--- src/rtl/fetch_buffer_if.sv ---
// Fetch-to-decode handshake bundle: push side from fetch, pop side to decode, plus redirect flush.
interface fetch_buffer_if #(
    parameter int DATA_WIDTH   = 32,
    parameter int ADDRESS_BITS = 20
);
    logic                    in_valid;
    logic                    in_ready;
    logic [DATA_WIDTH-1:0]   in_instruction;
    logic [ADDRESS_BITS-1:0] in_PC;
    logic                    flush;
    logic                    out_valid;
    logic                    out_ready;
    logic [DATA_WIDTH-1:0]   out_instruction;
    logic [ADDRESS_BITS-1:0] out_PC;

    modport master (
        output in_valid, in_instruction, in_PC, flush, out_ready,
        input  in_ready, out_valid, out_instruction, out_PC
    );

    modport slave (
        input  in_valid, in_instruction, in_PC, flush, out_ready,
        output in_ready, out_valid, out_instruction, out_PC
    );
endinterface

--- src/rtl/fetch_buffer.sv ---
// Elastic circular FIFO of instruction/PC pairs between fetch and decode, cleared by flush.
// Optional FETCH_BUFFER_PERF_EN adds saturating bubble/flush event counters.
module fetch_buffer #(
    parameter int                    DEPTH        = 2,
    parameter int                    DATA_WIDTH   = 32,
    parameter int                    ADDRESS_BITS = 20,
    parameter logic [DATA_WIDTH-1:0] NOP_INST     = DATA_WIDTH'(32'h00000013)
) (
    input  logic          clock,
    input  logic          reset,
    fetch_buffer_if.slave bus
`ifdef FETCH_BUFFER_PERF_EN
    ,
    output logic [31:0]   bubble_count,
    output logic [31:0]   flush_count
`endif
);
    localparam int PTR_W   = $clog2(DEPTH);
    localparam int CNT_W   = $clog2(DEPTH + 1);
    localparam int ENTRY_W = DATA_WIDTH + ADDRESS_BITS;

    logic [PTR_W-1:0]   wr_ptr_q, wr_ptr_d;
    logic [PTR_W-1:0]   rd_ptr_q, rd_ptr_d;
    logic [CNT_W-1:0]   count_q, count_d;
    logic [ENTRY_W-1:0] mem_q [DEPTH];
    logic               push, pop, full, empty;

    // Status comes only from the registered count, so no input reaches an output.
    assign full  = (count_q == CNT_W'(DEPTH));
    assign empty = (count_q == '0);
    assign push  = bus.in_valid & ~full;
    assign pop   = ~empty & bus.out_ready;

    assign bus.in_ready        = ~full;
    assign bus.out_valid       = ~empty;
    assign bus.out_instruction = empty ? NOP_INST : mem_q[rd_ptr_q][ENTRY_W-1 -: DATA_WIDTH];
    assign bus.out_PC          = empty ? '0 : mem_q[rd_ptr_q][ADDRESS_BITS-1:0];

    always_comb begin
        wr_ptr_d = wr_ptr_q;
        rd_ptr_d = rd_ptr_q;
        count_d  = count_q;
        if (bus.flush) begin
            wr_ptr_d = '0;
            rd_ptr_d = '0;
            count_d  = '0;
        end else begin
            // DEPTH is a power of two, so natural pointer overflow is the wrap.
            if (push) wr_ptr_d = wr_ptr_q + PTR_W'(1);
            if (pop)  rd_ptr_d = rd_ptr_q + PTR_W'(1);
            case ({push, pop})
                2'b10:   count_d = count_q + CNT_W'(1);
                2'b01:   count_d = count_q - CNT_W'(1);
                default: count_d = count_q;
            endcase
        end
    end

    always_ff @(posedge clock or negedge reset) begin
        if (!reset) begin
            wr_ptr_q <= '0;
            rd_ptr_q <= '0;
            count_q  <= '0;
        end else begin
            wr_ptr_q <= wr_ptr_d;
            rd_ptr_q <= rd_ptr_d;
            count_q  <= count_d;
        end
    end

    // Storage needs no reset: count gates every read.
    always_ff @(posedge clock) begin
        if (push && !bus.flush) begin
            mem_q[wr_ptr_q] <= {bus.in_instruction, bus.in_PC};
        end
    end

`ifdef FETCH_BUFFER_PERF_EN
    logic [31:0] bubble_count_q, bubble_count_d;
    logic [31:0] flush_count_q, flush_count_d;

    always_comb begin
        bubble_count_d = bubble_count_q;
        flush_count_d  = flush_count_q;
        if (empty && !bus.flush && bubble_count_q != 32'hFFFF_FFFF) begin
            bubble_count_d = bubble_count_q + 32'd1;
        end
        if (bus.flush && flush_count_q != 32'hFFFF_FFFF) begin
            flush_count_d = flush_count_q + 32'd1;
        end
    end

    always_ff @(posedge clock or negedge reset) begin
        if (!reset) begin
            bubble_count_q <= '0;
            flush_count_q  <= '0;
        end else begin
            bubble_count_q <= bubble_count_d;
            flush_count_q  <= flush_count_d;
        end
    end

    assign bubble_count = bubble_count_q;
    assign flush_count  = flush_count_q;
`endif
endmodule

--- src/flat_wrapper.sv ---
// flat-port wrapper written by rule: the top's interface ports become plain ports
module fetch_buffer_flat 
#(
    parameter int                    DEPTH        = 2,
    parameter int                    DATA_WIDTH   = 32,
    parameter int                    ADDRESS_BITS = 20,
    parameter logic [DATA_WIDTH-1:0] NOP_INST     = DATA_WIDTH'(32'h00000013)
)
  (clock, reset, bus_in_valid, bus_in_instruction, bus_in_PC, bus_flush, bus_out_ready, bus_in_ready, bus_out_valid, bus_out_instruction, bus_out_PC);
  fetch_buffer_if #(.DATA_WIDTH(DATA_WIDTH), .ADDRESS_BITS(ADDRESS_BITS)) bus_i ();
  input  logic clock;
  input  logic reset;
  input wire logic [$bits(bus_i.in_valid)-1:0] bus_in_valid;
  input wire logic [$bits(bus_i.in_instruction)-1:0] bus_in_instruction;
  input wire logic [$bits(bus_i.in_PC)-1:0] bus_in_PC;
  input wire logic [$bits(bus_i.flush)-1:0] bus_flush;
  input wire logic [$bits(bus_i.out_ready)-1:0] bus_out_ready;
  output wire logic [$bits(bus_i.in_ready)-1:0] bus_in_ready;
  output wire logic [$bits(bus_i.out_valid)-1:0] bus_out_valid;
  output wire logic [$bits(bus_i.out_instruction)-1:0] bus_out_instruction;
  output wire logic [$bits(bus_i.out_PC)-1:0] bus_out_PC;
  assign bus_i.in_valid = bus_in_valid;
  assign bus_i.in_instruction = bus_in_instruction;
  assign bus_i.in_PC = bus_in_PC;
  assign bus_i.flush = bus_flush;
  assign bus_i.out_ready = bus_out_ready;
  assign bus_in_ready = bus_i.in_ready;
  assign bus_out_valid = bus_i.out_valid;
  assign bus_out_instruction = bus_i.out_instruction;
  assign bus_out_PC = bus_i.out_PC;
  fetch_buffer #(.DEPTH(DEPTH), .DATA_WIDTH(DATA_WIDTH), .ADDRESS_BITS(ADDRESS_BITS), .NOP_INST(NOP_INST)) u_core (.clock(clock), .reset(reset), .bus(bus_i));
endmodule
--- config.mk ---
export PLATFORM = sky130hd
export DESIGN_NAME = fetch_buffer_flat
export DESIGN_NICKNAME = d
export VERILOG_FILES = /design/src/rtl/fetch_buffer_if.sv /design/src/rtl/fetch_buffer.sv /design/src/flat_wrapper.sv
export SDC_FILE = /design/constraint.sdc
export NUM_CORES = 1
export LEC_CHECK = 0
export ABC_AREA = 0
export CAP_MARGIN = 20
export CORE_ASPECT_RATIO = 0.5
export CORE_UTILIZATION = 45
export CTS_CLUSTER_DIAMETER = 80
export CTS_CLUSTER_SIZE = 24
export DETAILED_ROUTE_END_ITERATION = 8
export PLACE_DENSITY = 0.83
export RECOVER_POWER = 25
export REMOVE_ABC_BUFFERS = 1
export SETUP_SLACK_MARGIN = 0.2
export SLEW_MARGIN = 15
export SYNTH_ARGS = -nofsm -noshare
export SYNTH_HDL_FRONTEND = slang
export SYNTH_SLANG_ARGS = --single-unit
--- constraint.sdc ---
create_clock -name clock -period 5.53 [get_ports clock]
set_input_delay 1.106 -clock clock [delete_from_list [all_inputs] [get_ports clock]]
set_output_delay 1.106 -clock clock [all_outputs]
set_load 0.005 [all_outputs]
# Yosys cells after proc, flatten, opt, wreduce, memory -nomap -nowiden
# Memories as Yosys holds them, arrays and structs flattened.
# Index checks and enable logic that the tools add are counted.
# W data, S select, Z words.
# totals
ff_bits	4
ramBits	104
n_memories	1
# memory_table
memory	depth	width	read_ports	rd_ports_with_merged_regs	write_ports	line_no	text
u_core.mem_q	2	52	1	0	1	fetch_buffer.sv:25	logic [ENTRY_W-1:0] mem_q [DEPTH];
# op_classes
n_addsub	4
eq_ne	3
mux	10
bitwise	4
reduce_logical	6
# ops
op	count
$mux W32	1
$mux W20	1
$mux W1	6
$eq A2 B2 Y1 const B	2
$pmux W2 S2	1
$reduce_bool A2 Y1	2
$reduce_bool A3 Y1	1
$add A1 B1 Y1 const B	2
$add A2 B1 Y2 const B	1
$and A1 B1 Y1	2
$eq A2 B1 Y1 const B	1
$logic_not A2 Y1	1
$mux W2	1
$not A1 Y1	2
$sub A2 B1 Y2 const B	1
$logic_and A1 B1 Y1	1
$logic_not A1 Y1	1

# Longest topological paths before layout
# Gate-level depths: netlist of the first run.
# logic_depth
word_depth	6
mapped_depth	4

# Worst setup path after synthesis of the first run
# OpenSTA, ideal clock, no wires.
# synth_timing
kind	input-to-reg
start	input bus_in_valid
end	memory u_core.mem_q[1][0] (netlist name) (enable)
setup_time_ns	0.536
arrival_ns	4.976
slack_ns	0.018
stages	2
path_buffers	0
path_cell_list	nand2_1 > nor3b_1
# synth_between
elab_chain_cells	4
# synth_lines
element	line_no	text
from (decl)	flat_wrapper.sv:13	input wire logic [$bits(bus_i.in_valid)-1:0] bus_in_valid;
$and A1 B1 Y1	fetch_buffer.sv:31	assign push = bus.in_valid & ~full;
$logic_and A1 B1 Y1	fetch_buffer.sv:73	if (push && !bus.flush) begin
$mux W1	fetch_buffer.sv:73	
$mux W1 (implied by the code)	fetch_buffer.sv:74	mem_q[wr_ptr_q] <= {bus.in_instruction, bus.in_PC};
to (decl)	fetch_buffer.sv:25	
# No other way between the ends.

# Worst setup path after layout of the first run
# layout_timing
start	register u_core.rd_ptr_q
end	output bus_out_PC[10]
# layout_between
elab_chain_cells	2
# layout_lines
element	line_no	text
from (decl)	fetch_buffer.sv:23	logic [PTR_W-1:0] rd_ptr_q, rd_ptr_d;
from (signal assigned)	fetch_buffer.sv:66	rd_ptr_q <= rd_ptr_d;
$mem_v2 Z2 W52	--	
$mux W20	fetch_buffer.sv:37	assign bus.out_PC = empty ? '0 : mem_q[rd_ptr_q][ADDRESS_BITS-1:0];
to (decl)	flat_wrapper.sv:21	output wire logic [$bits(bus_i.out_PC)-1:0] bus_out_PC;
# No other way between the ends.

==> metrics.md, run 1 <==
| Metric | Value |
|---|---|
| Area share of fa/ha/maj cells after synthesis | `0%` |
| Via count | `2357` |
| Hold Path Class | `flop to flop` |
| Initial Utilization | `47.0%` |
| Slew margin rel. | `35.1%` |
| 1st-pass router iterations | `4` |
| Cell Int Power | `1390 uW` |
| Detail Route Antenna Nets | `0` |
| Pwr/cell area | `311 mW/mm^2` |
| Detailed Place HPWL | `5.33 mm` |
| Flops & latches, synth | `108` |
| Syn_area_per_cell | `16.9 um^2` |
| Post-CTS Setup Inserts | `0` |
| CTS tree | `yes` |
| All-layer global routing usage | `18.0%` |
| Compound-gate portion of the synthesized area | `1.27%` |
| Max-slew violations | `0` |
| Hold-fix buffers, CTS | `0` |
| Mapped Cells | `245` |
| GR peak layer | `met2` |
| Post-synth EDFFs | `104` |
| CP Capture Type | `primary output` |
| Post-Syn Area | `0.00413 mm^2` |
| Util after Layout | `64.5%` |
| Drt via density | `4.90` |
| Fmax | `267 MHz` |
| Met1 usage | `19.3%` |
| CTS Root Cell | `clkbuf_16` |
| Met2 global-route usage | `34.1%` |
| Routed Wire Length | `8.06 mm` |
| Synth top area cells | `edfxtp_1 (76%), mux2i_1 (13%), nor2_1 (4.6%), dfrtp_1 (2.4%), buf_4 (0.91%)` |
| Peak supply drop | `173 uV` |
| Xor and xnor area share after synthesis | `0.212%` |
| Core area | `0.00880 mm^2` |
| Status | `complete, no violations` |
| Vias in the first global route | `2546` |
| CP max FO | `33` |
| Layout area overhead | `37.5%` |
| First-pass GRT wire length | `12.7 mm` |
| Register clock-pin slew on the reported worst setup and hold paths | `0.07 ns` |
| Top-area cell type share of the netlist area | `75.6%` |
| Main flop type after synthesis | `edfxtp_1` |
| Met3 GRT Util | `4.75%` |
| CP Launch Type | `flop` |
| Clock Tree Buf Depth | `2` |
| Pin count of the biggest net entering global routing | `44` |
| Crit Path Class | `flop to primary output` |
| Die height | `69.8 um` |
| Die ar. | `0.00959 mm^2` |
| Area leader, netlist | `edfxtp_1` |
| Post-Synth Simple-Gate Area | `6.00%` |
| Top-count cell post-synth | `edfxtp_1` |
| TritonCTS Buffers | `9` |
| Clock Latency Late Sink | `0.34 ns` |
| Setup TNS | `0 ns` |
| RSZ-0062 raised after global routing | `no` |
| I/O Buffers | `110` |
| Critical Path RT | `4.42 ns` |
| Overflow after GRT | `0` |
| Clock period minus final worst setup slack | `3.75 ns` |
| Number of fillers in the final layout | `604` |
| Cell Rows | `24` |
| Finish-stage setup viols | `0` |
| Gpl congestion | `0.720` |
| Routed len/inst | `16.8 um` |
| NetSw | `378 uW` |
| Initial antenna violation count | `0` |
| Leakage | `0.00187 uW` |
| Sequential share of power | `53.6%` |
| I/O pin cnt | `111` |
| Register area share after synthesis | `78.0%` |
| Unique masters post-synth | `21` |
| Post_cts resized | `0` |
| Fin crit share | `67.8%` |
| Share of cells above drive strength 1 | `7.14%` |
| Worst Clk Skew | `0.00724 ns` |
| Width of the die | `138 um` |
| Iter 0 DRT Violations | `81` |
| Final nets | `416` |
| Max-cap viol count | `0` |
| Clock Sinks | `108` |
| H-tree depth | `3` |
| Largest family of logic cells by synthesized area | `multiplexers` |
| Mux contribution to synthesized area | `12.6%` |
| Worst slew pin tran | `0.973 ns` |
| Yosys warns | `0` |
| Post-synth top cells | `edfxtp_1 (104), mux2i_1 (52), nor2_1 (51)` |
| Final Hold Viols | `0` |
| # DRC | `0` |
| Synth async-reset ratio | `3.70%` |
| Switching Share | `21.4%` |
| Combinational power share | `10.5%` |
| Worst path arrival time | `2.64 ns` |
| Ant diodes | `0` |
| Part of the power in the clock network | `35.9%` |
| Worst R2R Setup Slack | `3.05 ns` |
[layer usage]
metal	wire, um	vias to the layer above	part of all wire [%]
li1	-	1130	-
met1	3130	1180	39
met2	4580	39	57
met3	252	8	3.1
met4	93	0	1.2
met5	0	-	0
[through the flow]
step | hold slack [ns] | area (um^2) | power, uW | worst slack, ns | std cells
6_report | 0.638 | 5680 | 1770 | 1.78 | 481
3_3_place_gp | 0.566 | 5370 | 1150 | 2.16 | 465
2_1_floorplan | 0.529 | 4060 | 1040 | 0.0177 | 234
3_5_place_dp | 0.582 | 5370 | 1160 | 2.09 | 465
4_1_cts | 0.595 | 5670 | 1780 | 1.76 | 481
5_1_grt | 0.653 | 5680 | 1830 | 1.62 | 481
[layout make-up]
cell class	instances	area, um^2	share of cell area (%)
clock buffer	9	225	3.97
tap	117	146	2.58
multi-input combinational	123	851	15.0
sequential	108	3220	56.8
timing repair buffer	114	1140	20.1
clock inverter	7	77.6	1.37
inverter	3	11.3	0.198
[cell families (layout without fill, tap and decap cells)]
kind of cell	Yosys count	count (layout)
flip-flops	108	108
AND/OR/NAND/NOR	61	61
multiplexers	52	52
buffers and inverters	14	133
AO/OA/AOI/OAI	9	9
XOR/XNOR	1	1
[cells in the final DEF, fill, tap and decap left out, drive strengths merged]
| cell type | n |
|---|---|
| a21o | 1 |
| a21oi | 3 |
| a22oi | 1 |
| buf | 4 |
| bufinv | 1 |
| clkbuf | 9 |
| clkdlybuf4s50 | 77 |
| clkinv | 5 |
| clkinvlp | 1 |
| dfrtp | 4 |
| dlygate4sd3 | 33 |
| edfxtp | 104 |
| inv | 3 |
| mux2i | 52 |
| nand2 | 4 |
| nand3b | 1 |
| nor2 | 52 |
| nor2b | 1 |
| nor3 | 1 |
| nor3b | 1 |
| o211ai | 1 |
| o21ai | 3 |
| or3 | 1 |
| xor2 | 1 |
[power by group through the flow]
stage	Clock [uW]	Sequential [uW]	Combinational, uW
2_1_floorplan	0	968	69.6
3_3_place_gp	0	963	184
3_5_place_dp	0	966	190
4_1_cts	643	948	192
5_1_grt	677	951	199
6_report	634	948	186
[state kept, by name, indices dropped and copies added, names as in the netlist]
signal / cells
u_core.count_q: 2
u_core.mem_q: 104
u_core.rd_ptr_q: 1
u_core.wr_ptr_q: 1
[final timing paths]
kind                                    from                  end  depth (start not counted)
hold / removal               u_core.wr_ptr_q      u_core.wr_ptr_q                          2
hold reg to reg              u_core.wr_ptr_q      u_core.wr_ptr_q                          2
setup reg to reg           u_core.count_q[1]  u_core.mem_q[1][44]                          5
setup / recovery             u_core.rd_ptr_q       bus_out_PC[10]                          4
max in group asynchronous              reset      u_core.rd_ptr_q                          1
min in group asynchronous              reset    u_core.count_q[0]                          1
[worst max-delay path, cell delays in order (launching register included)]
cell	delay, ns
dfrtp_2	1.01
buf_4	0.49
mux2i_1	0.25
nor2_1	0.07
clkdlybuf4s50_1	0.49
No activity file was read; power rests on OpenSTA's default activity.
==> inputs of run 2 (changes only) <==
Clock period 5.53 ns to 3.9 ns, I/O delays scaled along.
==> run 2 against run 1 <==
Against the previous run:
- via count grew 2.0%
- clock power up 24%
- sequential share of layout area grew 0.21 points
- utilization is 0.24 points lower
- largest power group unchanged
- critical path depth did not move
- die area stayed put
- register-to-register slack worse by 1.1 ns
- clock skew rose by 0.0013 ns
- non-clock buffer count rose by 4
- combinational power rose by 44%
- power grew 36%
==> metrics.md, run 2 (same netlist as run 1, synthesis figures left out) <==
| Metric | Value |
|---|---|
| Final nets | `420 (was 416)` |
| Part of the power in the clock network | `32.9% (was 35.9%)` |
| I/O pin cnt | `111 (unchanged)` |
| Clock Tree Buf Depth | `2 (unchanged)` |
| Placed instance area | `0.00540 mm^2 (was 0.00537 mm^2)` |
| Hold Crit Start | `u_core.wr_ptr_q (unchanged)` |
| CTS tree | `yes (unchanged)` |
| Critical Path RT | `3.12 ns (was 4.42 ns)` |
| Largest register FFs | `104 (unchanged)` |
| CP delay by family, top | `flip-flops (unchanged)` |
| Clock period minus final worst setup slack | `3.07 ns` |
| Layout area overhead | `36.9% (was 37.5%)` |
| Worst R2R Start | `u_core.count_q[1] (unchanged)` |
| Detail Route Antenna Nets | `0 (unchanged)` |
| TritonCTS Buffers | `9 (unchanged)` |
| Setup TNS | `0 ns (unchanged)` |
| # DRC | `0 (unchanged)` |
| Cell Rows | `24 (unchanged)` |
| Gpl congestion | `0.687 (was 0.720)` |
| Clock Sinks | `108 (unchanged)` |
| Max-cap viol count | `0 (unchanged)` |
| CTS Root Cell | `clkbuf_16 (unchanged)` |
| Share of cells above drive strength 1 | `7.63% (was 7.14%)` |
| R2R cell count | `5 (unchanged)` |
| Detailed Place HPWL | `5.54 mm (was 5.33 mm)` |
| Vias in the first global route | `2555 (was 2546)` |
| Post-CTS Setup Inserts | `0 (unchanged)` |
| Slew margin rel. | `47.4% (was 35.1%)` |
| WHS Endpoint | `u_core.wr_ptr_q (unchanged)` |
| Final Hold Viols | `0 (unchanged)` |
| Sequential share of power | `55.9% (was 53.6%)` |
| Fmax | `326 MHz` |
| 1st-pass router iterations | `4 (unchanged)` |
| Hold Path Class | `flop to flop (unchanged)` |
| Worst path cell trace | `buf_12 > mux2i_1 > nor2_1 > clkdlybuf4s50_1 (was buf_4 > mux2i_1 > nor2_1 > clkdlybuf4s50_1)` |
| RSZ-0062 raised after global routing | `no (unchanged)` |
| Worst path buffer plus inverter count | `2 (unchanged)` |
| Max-slew violations | `0 (unchanged)` |
| Register area | `0.00322 mm^2 (unchanged)` |
| Leakage | `0.00188 uW (was 0.00187 uW)` |
| Worst Clk Skew | `0.00853 ns (was 0.00724 ns)` |
| Initial Utilization | `47.0% (unchanged)` |
| CP max FO | `26 (was 33)` |
| Initial antenna violation count | `0 (unchanged)` |
| CP Launch Type | `flop (unchanged)` |
| All-layer global routing usage | `18.0% (about the same)` |
| Worst hold stages | `2 (unchanged)` |
| Crit path largest cell delay | `0.87 ns (was 1.01 ns)` |
| Worst path arrival time | `2.29 ns (was 2.64 ns)` |
| NetSw | `498 uW (was 378 uW)` |
| Biggest regs | `u_core.mem_q: 104 flops, u_core.count_q: 2 flops (unchanged)` |
| Die height | `69.8 um (unchanged)` |
| Most common cell after layout, fill and taps aside | `edfxtp_1 (unchanged)` |
| Ant diodes | `0 (unchanged)` |
| Fin crit share | `78.6%` |
| Routed Wire Length | `8.05 mm (was 8.06 mm)` |
| Most flops, register | `u_core.mem_q (unchanged)` |
| Width of the die | `138 um (unchanged)` |
| Cell Int Power | `1900 uW (was 1390 uW)` |
| Crit Path Class | `flop to primary output (unchanged)` |
| Pwr/cell area | `424 mW/mm^2 (was 311 mW/mm^2)` |
| Pin count of the biggest net entering global routing | `44 (unchanged)` |
| Area of the multi-input gates | `845 um^2 (was 851 um^2)` |
| First-pass GRT wire length | `12.6 mm (was 12.7 mm)` |
| Iter 0 DRT Violations | `177 (was 81)` |
| Routed len/inst | `16.6 um (was 16.8 um)` |
| Most frequent cells in the layout | `edfxtp_1 (104), clkdlybuf4s50_1 (77), mux2i_1 (52) (unchanged)` |
| Design area | `0.00566 mm^2 (was 0.00568 mm^2)` |
| CP Capture Type | `primary output (unchanged)` |
| Core area | `0.00880 mm^2 (unchanged)` |
| Overflow after GRT | `0 (unchanged)` |
| Hold-fix buffers, CTS | `0 (unchanged)` |
| RR Endpoint | `u_core.mem_q[1][45] (was u_core.mem_q[1][44])` |
| H-tree depth | `3 (unchanged)` |
| Drt via density | `4.97 (was 4.90)` |
| Register clock-pin slew on the reported worst setup and hold paths | `0.06 ns (was 0.07 ns)` |
| Finish-stage setup viols | `0 (unchanged)` |
| Die ar. | `0.00959 mm^2 (unchanged)` |
| Post_cts resized | `0 (unchanged)` |
| Via count | `2405 (was 2357)` |
| Worst R2R Setup Slack | `1.92 ns (was 3.05 ns)` |
| Worst slew pin tran | `0.789 ns (was 0.973 ns)` |
| Crit-path slowest cell | `dfrtp_2 (unchanged)` |
| Combinational power share | `11.2% (was 10.5%)` |
| Switching Share | `20.8% (was 21.4%)` |
| Clock Latency Late Sink | `0.34 ns (about the same)` |
| I/O Buffers | `110 (unchanged)` |
| Number of fillers in the final layout | `592 (was 604)` |
| Status | `complete, no violations (unchanged)` |
| Peak supply drop | `223 uV (was 173 uV)` |
==> run 2: layer usage <==
metal | wire length [um] | GRT usage, %
met2 | 4720 | 35.1
met5 | 0 | 0
met3 | 185 | 4.39
met4 | 119 | 6.35
met1 | 3030 | 18.5
==> run 2: power by group through the flow <==
stage	logic (uW)	registers (uW)	clock network (uW)
finish	268	1340	789
global placement	267	1360	0
global route	290	1340	848
floorplan	98.7	1370	0
detailed placement	276	1370	0
CTS	279	1340	811
==> run 2: final cells by class <==
class,instances,area share (%)
clock buffer,10,4.05
clock inverter,5,0.509
inverter,3,0.199
multi-input combinational,123,14.9
sequential,108,57.0
tap,117,2.59
timing repair buffer,118,20.7
==> run 2: per-stage QoR <==
stage | hold slack (ns) | instances | util (%) | worst slack, ns | power [uW]
finish | 0.600 | 484 | 64.3 | 0.834 | 2400
global placement | 0.564 | 469 | 61.4 | 1.21 | 1630
CTS | 0.590 | 484 | 64.3 | 0.787 | 2430
floorplan | 0.484 | 234 | - | -1.29 | 1470
global route | 0.637 | 484 | 64.3 | 0.702 | 2480
detailed placement | 0.578 | 469 | 61.4 | 1.17 | 1640
==> run 2: worst min-delay path: stages, from the launching register on <==
cell and delay (ns):
dfrtp_1 0.41, o21ai_0 0.09, a21oi_1 0.06
==> run 2: how the worst max path moves through the flow <==
stage                               start                     end  slack [ns]  cells after the start
after floorplan              bus_in_valid      u_core.mem_q[1][0]       -1.29                      2
final                     u_core.rd_ptr_q           bus_out_PC[7]        0.83                      4
after global routing      u_core.rd_ptr_q           bus_out_PC[7]        0.70                      4
after global placement    u_core.rd_ptr_q          bus_out_PC[19]        1.21                      4
after detailed placement  u_core.rd_ptr_q  bus_out_instruction[2]        1.17                      4
after CTS                 u_core.rd_ptr_q           bus_out_PC[7]        0.79                      4
